## config.mk

```make
export PLATFORM = sky130hd
export DESIGN_NAME = traffic_light_ctrl
export DESIGN_NICKNAME = d
export VERILOG_FILES = /design/src/rtl/traffic_light_ctrl.sv
export SDC_FILE = /design/constraint.sdc
export NUM_CORES = 1
export LEC_CHECK = 0
export ABC_AREA = 1
export BUFFER_PORTS_ARGS = -buffer_cell sky130_fd_sc_hd__buf_2
export CAP_MARGIN = 10
export CORE_MARGIN = 8
export CORE_UTILIZATION = 58
export CTS_CLUSTER_SIZE = 25
export DETAILED_ROUTE_END_ITERATION = 7
export MAX_ROUTING_LAYER = met4
export PLACE_DENSITY_LB_ADDON = 0.2
export SLEW_MARGIN = 20
export SYNTH_ARGS = -nofsm -noshare
export SYNTH_HDL_FRONTEND = slang
export SYNTH_SLANG_ARGS = --single-unit
```

## constraint.sdc

```tcl
create_clock -name clk -period 5.2 [get_ports clk]
set_input_delay 1.04 -clock clk [delete_from_list [all_inputs] [get_ports clk]]
set_output_delay 1.04 -clock clk [all_outputs]
set_load 0.03 [all_outputs]
```

## src/rtl/traffic_light_ctrl.sv

```systemverilog
// Traffic light controller: main road, side road and optional pedestrian walk phase.
// Every timed state loads an 8-bit down-timer with (dwell-1) when it is entered,
// and the state is left only when that timer reaches 0. MAIN_G holds beyond its
// dwell until a side-road car or a pending pedestrian request arrives.
// Build option: define TLC_PED_EN to include the pedestrian logic. Without it,
// ped_req is ignored and PED_WALK can never be reached.
module traffic_light_ctrl #(
  parameter int unsigned GREEN_CYC  = 8,
  parameter int unsigned YELLOW_CYC = 2,
  parameter int unsigned ALLRED_CYC = 1,
  parameter int unsigned WALK_CYC   = 4
) (
  input  logic       clk,
  input  logic       rst,
  input  logic       car_side,
  input  logic       ped_req,
  output logic [2:0] main_light,
  output logic [2:0] side_light,
  output logic       ped_walk,
  output logic       ped_ack,
  output logic [2:0] state_dbg
);

  typedef enum logic [2:0] {
    MAIN_G   = 3'd0,
    MAIN_Y   = 3'd1,
    ALLRED1  = 3'd2,
    SIDE_G   = 3'd3,
    SIDE_Y   = 3'd4,
    ALLRED2  = 3'd5,
    PED_WALK = 3'd6
  } state_t;

  state_t     state, state_nxt;
  logic [7:0] timer, timer_nxt;
  logic       ped_pending;

  // Value loaded into the down-timer when a state is entered.
  function automatic logic [7:0] dwell(input state_t s);
    logic [7:0] d;
    case (s)
      MAIN_Y, SIDE_Y:   d = 8'(YELLOW_CYC - 1);
      ALLRED1, ALLRED2: d = 8'(ALLRED_CYC - 1);
      PED_WALK:         d = 8'(WALK_CYC - 1);
      default:          d = 8'(GREEN_CYC - 1);
    endcase
    return d;
  endfunction

  // State and dwell-timer registers.
  always_ff @(posedge clk or posedge rst) begin
    if (rst) begin
      state <= MAIN_G;
      timer <= 8'(GREEN_CYC - 1);
    end else begin
      state <= state_nxt;
      timer <= timer_nxt;
    end
  end

  // Next-state selection; the timer reloads on any state change, otherwise it
  // counts down and saturates at 0.
  always_comb begin
    state_nxt = state;
    unique case (state)
      MAIN_G:   if (timer == '0 && (car_side || ped_pending)) state_nxt = MAIN_Y;
      MAIN_Y:   if (timer == '0) state_nxt = ALLRED1;
      ALLRED1:
        if (timer == '0) begin
          if (car_side)         state_nxt = SIDE_G;
          else if (ped_pending) state_nxt = PED_WALK;
          else                  state_nxt = MAIN_G;
        end
      SIDE_G:   if (timer == '0) state_nxt = SIDE_Y;
      SIDE_Y:   if (timer == '0) state_nxt = ALLRED2;
      ALLRED2:  if (timer == '0) state_nxt = MAIN_G;
      PED_WALK: if (timer == '0) state_nxt = ALLRED2;
      default:  state_nxt = MAIN_G;
    endcase
    if (state_nxt != state)  timer_nxt = dwell(state_nxt);
    else if (timer != '0)    timer_nxt = timer - 8'd1;
    else                     timer_nxt = '0;
  end

  // Lamp and debug decode from the current state only.
  always_comb begin
    main_light = 3'b100;
    side_light = 3'b100;
    ped_walk   = 1'b0;
    state_dbg  = state;
    unique case (state)
      MAIN_G:   main_light = 3'b001;
      MAIN_Y:   main_light = 3'b010;
      SIDE_G:   side_light = 3'b001;
      SIDE_Y:   side_light = 3'b010;
      PED_WALK: ped_walk   = 1'b1;
      default:  ;
    endcase
  end

`ifdef TLC_PED_EN
  logic ped_pending_d;
  logic ped_ack_q;

  // Pending request latch: clearing on PED_WALK entry wins over a new request;
  // requests made during the walk are dropped. The ack fires one cycle after
  // the latch rises.
  always_ff @(posedge clk or posedge rst) begin
    if (rst) begin
      ped_pending   <= 1'b0;
      ped_pending_d <= 1'b0;
      ped_ack_q     <= 1'b0;
    end else begin
      if (state_nxt == PED_WALK && state != PED_WALK)
        ped_pending <= 1'b0;
      else if (ped_req && state != PED_WALK)
        ped_pending <= 1'b1;
      ped_pending_d <= ped_pending;
      ped_ack_q     <= ped_pending & ~ped_pending_d;
    end
  end

  assign ped_ack = ped_ack_q;
`else
  logic unused_ped_req;

  assign unused_ped_req = ped_req;
  assign ped_pending    = 1'b0;
  assign ped_ack        = 1'b0;
`endif

endmodule
```

=== After elaboration in Yosys (flattened, before gate mapping) ===
Index checks and enable logic that the tools add are counted.

* Bits in registers: 11
* Output and inout port bits: 11
* Word-level logic and storage cells: 36
* Input bits: 4

* Multiplexer cells: 14
* Reduce and logical (&&, ||, !) cells: 7
* Equal/unequal tests: 12
* Add/subtract/negate cells: 1

{| class="wikitable"
|+ Operators by type and width
! cell !! count
|-
| $eq A3 B3 Y1 const B || 6
|-
| $mux W3 || 6
|-
| $pmux W3 S6 || 1
|-
| $mux W8 || 2
|-
| $pmux W3 S2 || 2
|-
| $eq A3 B2 Y1 const B || 3
|-
| $pmux W3 S3 || 1
|-
| $logic_not A8 Y1 || 1
|-
| $reduce_bool A8 Y1 || 1
|-
| $sub A8 B1 Y8 const B || 1
|-
| $eq A3 B1 Y1 const B || 2
|-
| $reduce_or A2 Y1 || 3
|-
| $logic_not A3 Y1 || 1
|-
| $ne A3 B3 Y1 || 1
|-
| $mux W2 || 1
|-
| $logic_and A1 B1 Y1 || 1
|-
| $mux W1 || 1
|}

=== Logic depth before layout (Yosys ltp) ===
Gate-level depths: netlist of run 1.

* Depth after elaboration: 8
* Gate-level depth with buffers: 13
* Mapped depth without buffers: 13

=== Worst setup path after synthesis of run 1 ===
OpenSTA, ideal clock, no wires.

* Path type: register -> output
* Start: register state[0] (netlist: state_dbg[0])
* End: output side_light[2]
* Slack: 2507 ps
* Cell stages (with the launch flop): 6
* Data arrival time: 1653 ps
* Cell sequence: dfrtp_1 > buf_4 > nor2_1 > inv_1 > nor2_1 > nor2_1

* Word-level cells in the longest chain between the ends: 2
* Elaborated cells on any way between the ends: 3
* Those cells by class: eq/ne: 2; mux: 1

{| class="wikitable"
|+ Ends and longest elaborated chain
! what !! line !! text
|-
| start: declaration || 34 || <nowiki>state_t state, state_nxt;</nowiki>
|-
| start signal: assignment || 56 || <nowiki>state <= state_nxt;</nowiki>
|-
| $eq A3 B3 Y1 or $eq A3 B2 Y1 (tied branches) || 91 || <nowiki>unique case (state)</nowiki>
|-
| $pmux W3 S2 * || 91 ||
|-
| end: declaration || 18 || <nowiki>output logic [2:0] side_light,</nowiki>
|}

Mark *: on every way between the ends. The rest lies on a longest branch, timed or not.

=== Worst setup path after layout of run 1 ===
Ends and elaborated chain as after synthesis.

==> results of run 1 <==
cell usage after synthesis, drive strengths merged (2+ instances only):
cell type	n	area share [%]
a21oi	3	3.5
buf	3	3.5
dfrtp	8	24
dfstp	3	9.3
inv	16	7.1
nand2	25	14
nand3	11	9.7
nor2	22	12
nor3	9	7.7
o21ai	2	1.2
xnor2	2	2.1
xor2	3	3.1
logic make-up (layout without fill, tap and decap cells):
| kind of cell | after synthesis | count (layout) | share of synthesized area (%) |
|---|---|---|---|
| compound gates | 5 | 5 | 4.73 |
| fa+ha+maj | 1 | 1 | 1.48 |
| xor+xnor | 5 | 5 | 5.17 |
| other cells | 1 | 1 | 0.443 |
| simple gates | 68 | 68 | 44.0 |
| buf+inv | 20 | 33 | 11.2 |
| flops | 11 | 11 | 32.9 |
power by group through the flow:
| stage | registers (uW) | clock network [uW] | logic, uW |
|---|---|---|---|
| CTS | 168 | 60.4 | 485 |
| global route | 172 | 65.7 | 531 |
| finish | 168 | 57.8 | 481 |
| floorplan | 168 | 0 | 401 |
| detailed placement | 169 | 0 | 482 |
| global placement | 169 | 0 | 462 |
final timing paths:
path,start,endpoint,depth (start not counted)
max reg2reg,timer[0]$_DFF_PP1_,timer[0]$_DFF_PP1_,12
min in group asynchronous,rst,timer[3]$_DFF_PP0_,2
min reg2reg,timer[3]$_DFF_PP0_,timer[3]$_DFF_PP0_,2
max in group asynchronous,rst,timer[0]$_DFF_PP1_,2
max,state_dbg[0]$_DFF_PP0_,side_light[2],5
min,timer[3]$_DFF_PP0_,timer[3]$_DFF_PP0_,2
flip-flops by register name, indices dropped and copies added, names as in the netlist:
register / count
timer: 8
state_dbg: 3
layout by cell type (no fill, tap or decap), types with 4 or more instances in the layout:
master | netlist | layout
nor2_2 | 5 | 5
nand2_1 | 20 | 20
nand3_1 | 7 | 7
nor3_2 | 4 | 4
nor3_1 | 5 | 5
dfrtp_1 | 8 | 8
inv_1 | 13 | 13
nor2_1 | 16 | 16
buf_2 | 0 | 12
critical path, delay by kind of cell (launching register included):
family                 cells  cell delay, ns
flip-flops                 1            0.66
buffers and inverters      2            0.35
AND/OR/NAND/NOR            3            0.28
area by class of cell:
| class | count | area (um2) |
|---|---|---|
| Timing Repair Buffer | 12 | 60.1 |
| Sequential cell | 11 | 279 |
| Inverter | 17 | 65.1 |
| Fill cell | 115 | 412 |
| Multi-Input combinational cell | 80 | 473 |
| Tap cell | 15 | 18.8 |
| Clock buffer | 4 | 26.3 |
metrics by stage:
step           utilization [%]  worst slack (ns)  power [uW]  area, um2
5_1_grt                   69.1              2.49         769        922
3_5_place_dp              67.2              2.90         651        896
2_1_floorplan                -              2.51         569        847
3_3_place_gp              67.2              2.93         632        896
4_1_cts                   69.1              2.60         713        922
6_report                  69.1              2.61         706        922
layer usage:
layer	vias up	global-route usage (%)	share of wire, %
li1	374	-	-
met1	327	14.6	45
met2	20	22.7	49
met3	0	4.88	5.7
met4	0	4.51	0
met5	-	-	0
==> impl_metrics.csv, run 1 <==
group,metric,value,unit
layout,instances_no_fill,139,
grt,overflow,0,
worst_setup_path,cpMostUsedCell,"nor2_1",
pwr,vdd_drop_max,0.514,mV
timing,fmax,385,MHz
placement,dp_hpwl,1320,um
timing,fin_skew,0.00181,ns
clocking,clk_slew_on_worst_s_h_paths,0.07,ns
worst_setup_path,timing.critical_path.arrival,1.55,ns
timing,holdWs,0.628,ns
worst_setup_path,critical_path.max_fanout,12,
clocking,post_cts_hold_buffer_count,0,
route,first_iter_violations,19,
floorplan,core-area,0.00133,mm2
pwr,p_switching,396,uW
synthesis,syn_avg_cell_area,7.63,um2
placement,total_instance_count_after_detailed_placement,135,
route,drt.antenna.violating_nets,0,
synthesis,mappedNetlistNets,116,
synthesis,yosys_register_bits,11,
grt,grt_pass1_wl,2910,um
timing,max-slew-margin-rel,66.4,%
worst_setup_path,critical_path_cell_list,"nor2_1 -> inv_1 -> nor2_1 -> nor2_1 -> buf_2",
floorplan,fp.dieArea,0.00294,mm2
grt,grt_start_max_net_pins,14,
pwr,power.switching_fraction,56.0,%
worst_setup_path,critPathRequiredTime,4.16,ns
synthesis,synth_sequential_area_ratio,32.9,%
pwr,intPower,310,uW
synthesis,synth_top_flop_cell,"dfrtp_1",
synthesis,synth.cell_area,847,um2
timing,finalSetupViolations,0,
route,post-route-drc-count,0,
floorplan,die_h,54.2,um
clocking,cts_tree,"yes",
pwr,share_clk_of_total_power,8.2,%
timing,final_max_slew_viol_count,0,
floorplan,design.portCount,15,
pwr,seq_power_share,23.8,%
timing,post-route-min-period,2.59,ns
synthesis,postSynthCellCount,111,
pwr,power.density,766,mW/mm2
timing,finalHoldViolCount,0,
clocking,ctsRootBufferMaster,"clkbuf_4",
grt,grt.total_usage,13.6,%
timing,worst-slew-pin-transition,0.504,ns
clocking,cts_repair_resize_count,0,
worst_setup_path,reg2reg_setup_slack,3.14,ns
worst_setup_path,critical_path_class,"flop to output pin",
timing,crit_share_post_route,49.9,%
clocking,htreeDepth,1,
route,viasPerCell,5.19,
worst_setup_path,cp_slowest_cell,"dfrtp_1",
worst_setup_path,critPathLaunchType,"flop",
min_path,hold_path.class,"flop to flop",
synthesis,synth_cell_types,27,
route,dr_total_vias,721,
layout,area_growth_syn_to_layout,8.86,%
floorplan,starting_density,63.5,%
route,wl,1660,um
layout,diode_count,0,
grt,grt_antenna_before_repair,0,
job,max-cap-violations,0,
placement,portBuffers,12,
route,drt-wirelength-per-cell,11.9,um
floorplan,fp-row-count,13,
placement,finalWeightedCongestion,0.775,
layout,drive_above_1_share,34.7,%
clocking,cts_buffers,3,
route,firstDrtPassIters,4,
pwr,comb_power_share,68.0,%
synthesis,yosys_warnings,0,
synthesis,synth_enable_flop_cells,0,
pwr,power.static_leakage,0.000474,uW
worst_setup_path,slowest_stage_delay_on_critical_path,0.66,ns
clocking,worstSkewPairLatency,0.27,ns
clocking,max-clock-path-buffers,2,
outcome,status,"finished, final reports clean",
timing,setup_tns,0,ns
grt,first_global_vias,747,
synthesis,async_flop_share,100,%
layout,fin_nets,130,
worst_setup_path,setup.worst_path.end_class,"output pin",
floorplan,x_dimension_of_the_die,54.2,um
timing,rsz0062_at_grt,"false",
clocking,cts_num_sinks,11,
clocking,post_cts.repair.setup_buffers,0,
Note: power is estimated with default switching activity, not from simulation.
==> run 2, diff against run 1 <==
CORE_UTILIZATION = 54   (was 58)
clock period = 2.6 ns   (was 5.2 ns; I/O delays follow)
==> impl_metrics.csv, run 2 (synthesis gave the netlist of run 1 again) <==
group,metric,value,unit
worst_setup_path,timing.critical_path.arrival,1.56,ns
grt,grt_start_max_net_pins,14,
clocking,max-clock-path-buffers,2,
pwr,vdd_drop_max,0.959,mV
worst_setup_path,critical_path.max_fanout,12,
grt,grt_antenna_before_repair,0,
placement,total_instance_count_after_detailed_placement,136,
floorplan,design.portCount,15,
layout,register_bank_with_the_most_flops,"timer",
timing,finalHoldViolCount,0,
route,first_iter_violations,11,
worst_setup_path,timing.critical_path.max_delay_family,"flip-flops",
route,post-route-drc-count,0,
route,dr_total_vias,717,
layout,most-common-layout-cells,"nand2_1, nor2_1, inv_1",
worst_setup_path,cp_slowest_cell,"dfrtp_1",
timing,finalSetupViolations,0,
worst_setup_path,critical_path_class,"flop to output pin",
min_path,hold_path.class,"input port to async pin",
grt,grt.total_usage,11.9,%
floorplan,fp-row-count,14,
clocking,htreeDepth,1,
timing,pnr_worst_setup_slack,0.522,ns
placement,finalWeightedCongestion,0.759,
grt,grt_pass1_wl,3020,um
floorplan,starting_density,56.9,%
floorplan,x_dimension_of_the_die,55.6,um
grt,first_global_vias,697,
worst_setup_path,r2r_start,"timer[0]$_DFF_PP1_",
timing,rsz0062_at_grt,"false",
outcome,status,"finished, final reports clean",
timing,post-route-min-period,2.08,ns
layout,instances_no_fill,140,
timing,crit_share_post_route,79.9,%
worst_setup_path,reg2reg_setup_slack,0.55,ns
timing,fmax,481,MHz
clocking,post_cts.repair.setup_buffers,0,
clocking,ctsRootBufferMaster,"clkbuf_4",
clocking,cts_buffers,3,
route,firstDrtPassIters,4,
worst_setup_path,cpMostUsedCell,"nor2_1",
timing,fin_skew,0.000401,ns
job,max-cap-violations,0,
worst_setup_path,critPathLaunchType,"flop",
route,wl,1640,um
timing,setup_tns,0,ns
clocking,worstSkewPairLatency,0.27,ns
clocking,clk_slew_on_worst_s_h_paths,0.07,ns
clocking,cts_repair_resize_count,0,
worst_setup_path,setup.worst_path.end_class,"output pin",
floorplan,fp.dieArea,0.00309,mm2
clocking,cts_num_sinks,11,
worst_setup_path,slowest_stage_delay_on_critical_path,0.67,ns
floorplan,core-area,0.00149,mm2
layout,layout_commonest_cell,"nand2_1",
clocking,cts_tree,"yes",
layout,area_growth_syn_to_layout,9.01,%
timing,final_max_slew_viol_count,0,
clocking,post_cts_hold_buffer_count,0,
timing,worst-slew-pin-transition,0.512,ns
timing,max-slew-margin-rel,65.8,%
worst_setup_path,reg2reg_to,"timer[0]$_DFF_PP1_",
worst_setup_path,worst-r2r-cell-count,12,
placement,dp_hpwl,1300,um
pwr,power.static_leakage,0.000474,uW
worst_setup_path,worst-path-buf-inv,2,
worst_setup_path,critPathRequiredTime,2.08,ns
layout,largest_reg_flops,8,
floorplan,die_h,55.6,um
layout,diode_count,0,
placement,portBuffers,12,
layout,drive_above_1_share,34.7,%
route,drt.antenna.violating_nets,0,
grt,overflow,0,
placement,pre_cts_slack,0.535,ns
pwr,power.density,1520,mW/mm2
route,drt-wirelength-per-cell,11.7,um
worst_setup_path,critical_path_cell_list,"nor2_1 -> inv_1 -> nor2_1 -> nor2_1 -> buf_2",
layout,fin_nets,130,
layout,fillerInstances,135,
route,viasPerCell,5.12,
==> run 2: cell counts in the layout (fill, tap and decap cells not counted) <==
No cell type changed its count.
==> run 2: power breakdown <==
group	total [uW]	switching [uW]	internal, uW
sequential	337	85.3	252
clock	119	59.8	59.5
combinational	944	635	309
total	1400	780	620
==> run 2: how the worst max path moves through the flow <==
stage,from,end,slack (ns),depth (start not counted)
5_1_grt,state_dbg[0]$_DFF_PP0_,side_light[2],0.35,5
2_1_floorplan,state_dbg[0]$_DFF_PP0_,side_light[2],0.43,5
3_5_place_dp,timer[0]$_DFF_PP1_,timer[0]$_DFF_PP1_,0.53,12
4_1_cts,state_dbg[0]$_DFF_PP0_,side_light[2],0.50,5
6_report,state_dbg[0]$_DFF_PP0_,side_light[2],0.52,5
3_3_place_gp,timer[0]$_DFF_PP1_,timer[0]$_DFF_PP1_,0.62,12
==> run 2: cell type report <==
class	instances	area, um2	area share [%]
inverters	17	65.1	7.05
repair buffers	12	60.1	6.50
flip-flops and latches	11	279	30.2
clock buffers	4	26.3	2.85
well taps	16	20.0	2.17
multi-input cells	80	473	51.2
==> run 2: per-layer routing <==
layer	share of wire, %	routed length (um)	global-route usage, %	vias up
met4	0.49	8	3.17	0
met2	49	804	17.6	13
met5	0	0	-	-
met3	7.2	118	5.71	2
met1	43	704	14.1	332
li1	-	-	-	370
==> run 2: through the flow <==
stage / power (uW) / instance area (um2) / hold WS (ns) / utilization [%]
after global placement: 1270 / 897 / 0.526 / 60.3
final: 1400 / 923 / 0.231 / 62.0
after global routing: 1530 / 923 / 0.262 / 62.0
after detailed placement: 1300 / 897 / 0.543 / 60.3
after CTS: 1420 / 923 / 0.248 / 62.0
after floorplan: 1140 / 847 / 0.370 / -
==> run 3, diff against run 2 <==
CORE_UTILIZATION = 48   (was 54)
clock period = 1.9 ns   (was 2.6 ns; I/O delays follow)
==> impl_metrics.csv, run 3 (synthesis gave the netlist of run 1 again) <==
group,metric,value,unit
pwr,power.static_leakage,0.000504,uW
clocking,clk_slew_on_worst_s_h_paths,0.08,ns
pwr,intPower,958,uW
placement,dp_hpwl,1350,um
pwr,p_switching,1130,uW
clocking,cts_buffers,3,
layout,most-common-layout-cells,"nand2_1, inv_1, nor2_1, buf_2",
layout,diode_count,0,
route,dr_total_vias,718,
min_path,hold_path.class,"input port to async pin",
worst_setup_path,critical_path.startpoint,"state_dbg[2]$_DFF_PP0_",
floorplan,x_dimension_of_the_die,58.0,um
route,drt.antenna.violating_nets,0,
pwr,power.density,2070,mW/mm2
clocking,htreeDepth,1,
timing,crit_share_post_route,93.5,%
grt,grt_start_max_net_pins,12,
route,drt-wirelength-per-cell,11.5,um
pwr,seq_power_share,21.8,%
timing,setup_tns,0,ns
layout,register_bank_with_the_most_flops,"timer",
floorplan,design.portCount,15,
floorplan,core-area,0.00169,mm2
pwr,comb_power_share,70.5,%
timing,finalSetupViolations,0,
pwr,power.switching_fraction,54.2,%
worst_setup_path,r2r_start,"timer[3]$_DFF_PP0_",
job,max-cap-violations,0,
pwr,share_clk_of_total_power,7.7,%
floorplan,fp.dieArea,0.00337,mm2
layout,final_design_area_no_fill,0.00101,mm2
worst_setup_path,critical_path_class,"flop to output pin",
clocking,cts_tree,"yes",
floorplan,fp-row-count,15,
clocking,max-clock-path-buffers,2,
clocking,ctsRootBufferMaster,"clkbuf_4",
pwr,vdd_drop_max,1.05,mV
clocking,worstSkewPairLatency,0.26,ns
worst_setup_path,cp_slowest_cell,"dfrtp_1",
outcome,status,"finished, final reports clean",
timing,post-route-min-period,1.78,ns
worst_setup_path,timing.critical_path.arrival,1.40,ns
route,viasPerCell,4.92,
grt,overflow,0,
placement,pre_cts_slack,0.0874,ns
worst_setup_path,cp-endpoint,"side_light[2]",
timing,fin_skew,0.00622,ns
timing,finalHoldViolCount,0,
grt,grt_antenna_before_repair,0,
placement,finalWeightedCongestion,0.832,
route,firstDrtPassIters,4,
floorplan,die_h,58.0,um
grt,grt_pass1_wl,3000,um
clocking,cts_num_sinks,11,
pwr,report.power.total,2090,uW
grt,grt.total_usage,11.2,%
timing,final_max_slew_viol_count,0,
layout,drive_above_1_share,45.0,%
worst_setup_path,setup.worst_path.end_class,"output pin",
layout,layout_commonest_cell,"nand2_1",
placement,portBuffers,12,
timing,pnr_worst_setup_slack,0.124,ns
grt,first_global_vias,676,
worst_setup_path,critPathRequiredTime,1.52,ns
worst_setup_path,critical_path_cell_list,"inv_1 -> nor2_1 -> inv_1 -> nor2_2 -> nor2_1 -> buf_2",
timing,fmax,563,MHz
timing,rsz0062_at_grt,"true",
layout,area_growth_syn_to_layout,19.4,%
layout,fin_nets,135,
worst_setup_path,reg2reg_setup_slack,0.15,ns
placement,postPlaceCellArea,941,um2
worst_setup_path,critical_path.max_fanout,7,
route,first_iter_violations,21,
layout,largest_reg_flops,8,
worst_setup_path,reg2reg_to,"timer[0]$_DFF_PP1_",
floorplan,starting_density,50.1,%
route,post-route-drc-count,0,
route,wl,1680,um
worst_setup_path,worst-r2r-cell-count,11,
worst_setup_path,slowest_stage_delay_on_critical_path,0.46,ns
worst_setup_path,critPathLaunchType,"flop",
run 3: changes by cell type in the layout (fill, tap and decap cells not counted), moves of 3 or more:
cell	delta
buf_4	+4
nand2_1	-4
nand2_2	+4
nor2_1	-4
nor2_4	+3
run 3: repair_timing:
item / CTS / global route
gates resized for setup: 0 / 9
hold buffers: 0 / 0
setup buffers: 0 / 2
endpoints found under the setup margin: 0 / 8
run 3: worst min-delay path by stage:
stage	from	to
after floorplan	rst	state_dbg[0]$_DFF_PP0_
after global placement	rst	timer[3]$_DFF_PP0_
after detailed placement	rst	state_dbg[0]$_DFF_PP0_
after CTS	rst	state_dbg[1]$_DFF_PP0_
after global routing	rst	timer[5]$_DFF_PP0_
final	rst	timer[5]$_DFF_PP0_
run 3: cell type report:
class | instances | area (um2)
fill | 158 | 678
multi-input combinational | 80 | 517
sequential | 11 | 280
timing repair buffer | 17 | 101
inverter | 17 | 65.1
clock buffer | 4 | 26.3
tap | 17 | 21.3
run 3: layer usage:
metal	vias to the layer above	routed length (um)	GRT usage (%)
met4	0	0	5.24
li1	377	-	-
met3	0	31	0.662
met2	8	937	19.3
met5	-	0	-
met1	333	710	13.0
run 3: power groups by stage:
stage,Combinational [uW],Clock [uW],Sequential (uW)
finish,1470,161,456
global route,1650,173,469
CTS,1410,165,450
detailed placement,1400,0,455
global placement,1380,0,455
floorplan,1140,0,461
run 3: per-stage QoR:
step,utilization (%),hold slack (ns),instances
after floorplan,-,0.230,111
after global placement,55.7,0.381,140
after detailed placement,55.7,0.388,140
after CTS,57.3,0.0974,144
after global routing,59.9,0.128,146
final,59.9,0.0886,146
run 3: critical path, delay by kind of cell (launching register included):
family | cells | cell delay, ns
and+or+nand+nor | 3 | 0.27
DFF | 1 | 0.46
buffers and inverters | 3 | 0.39
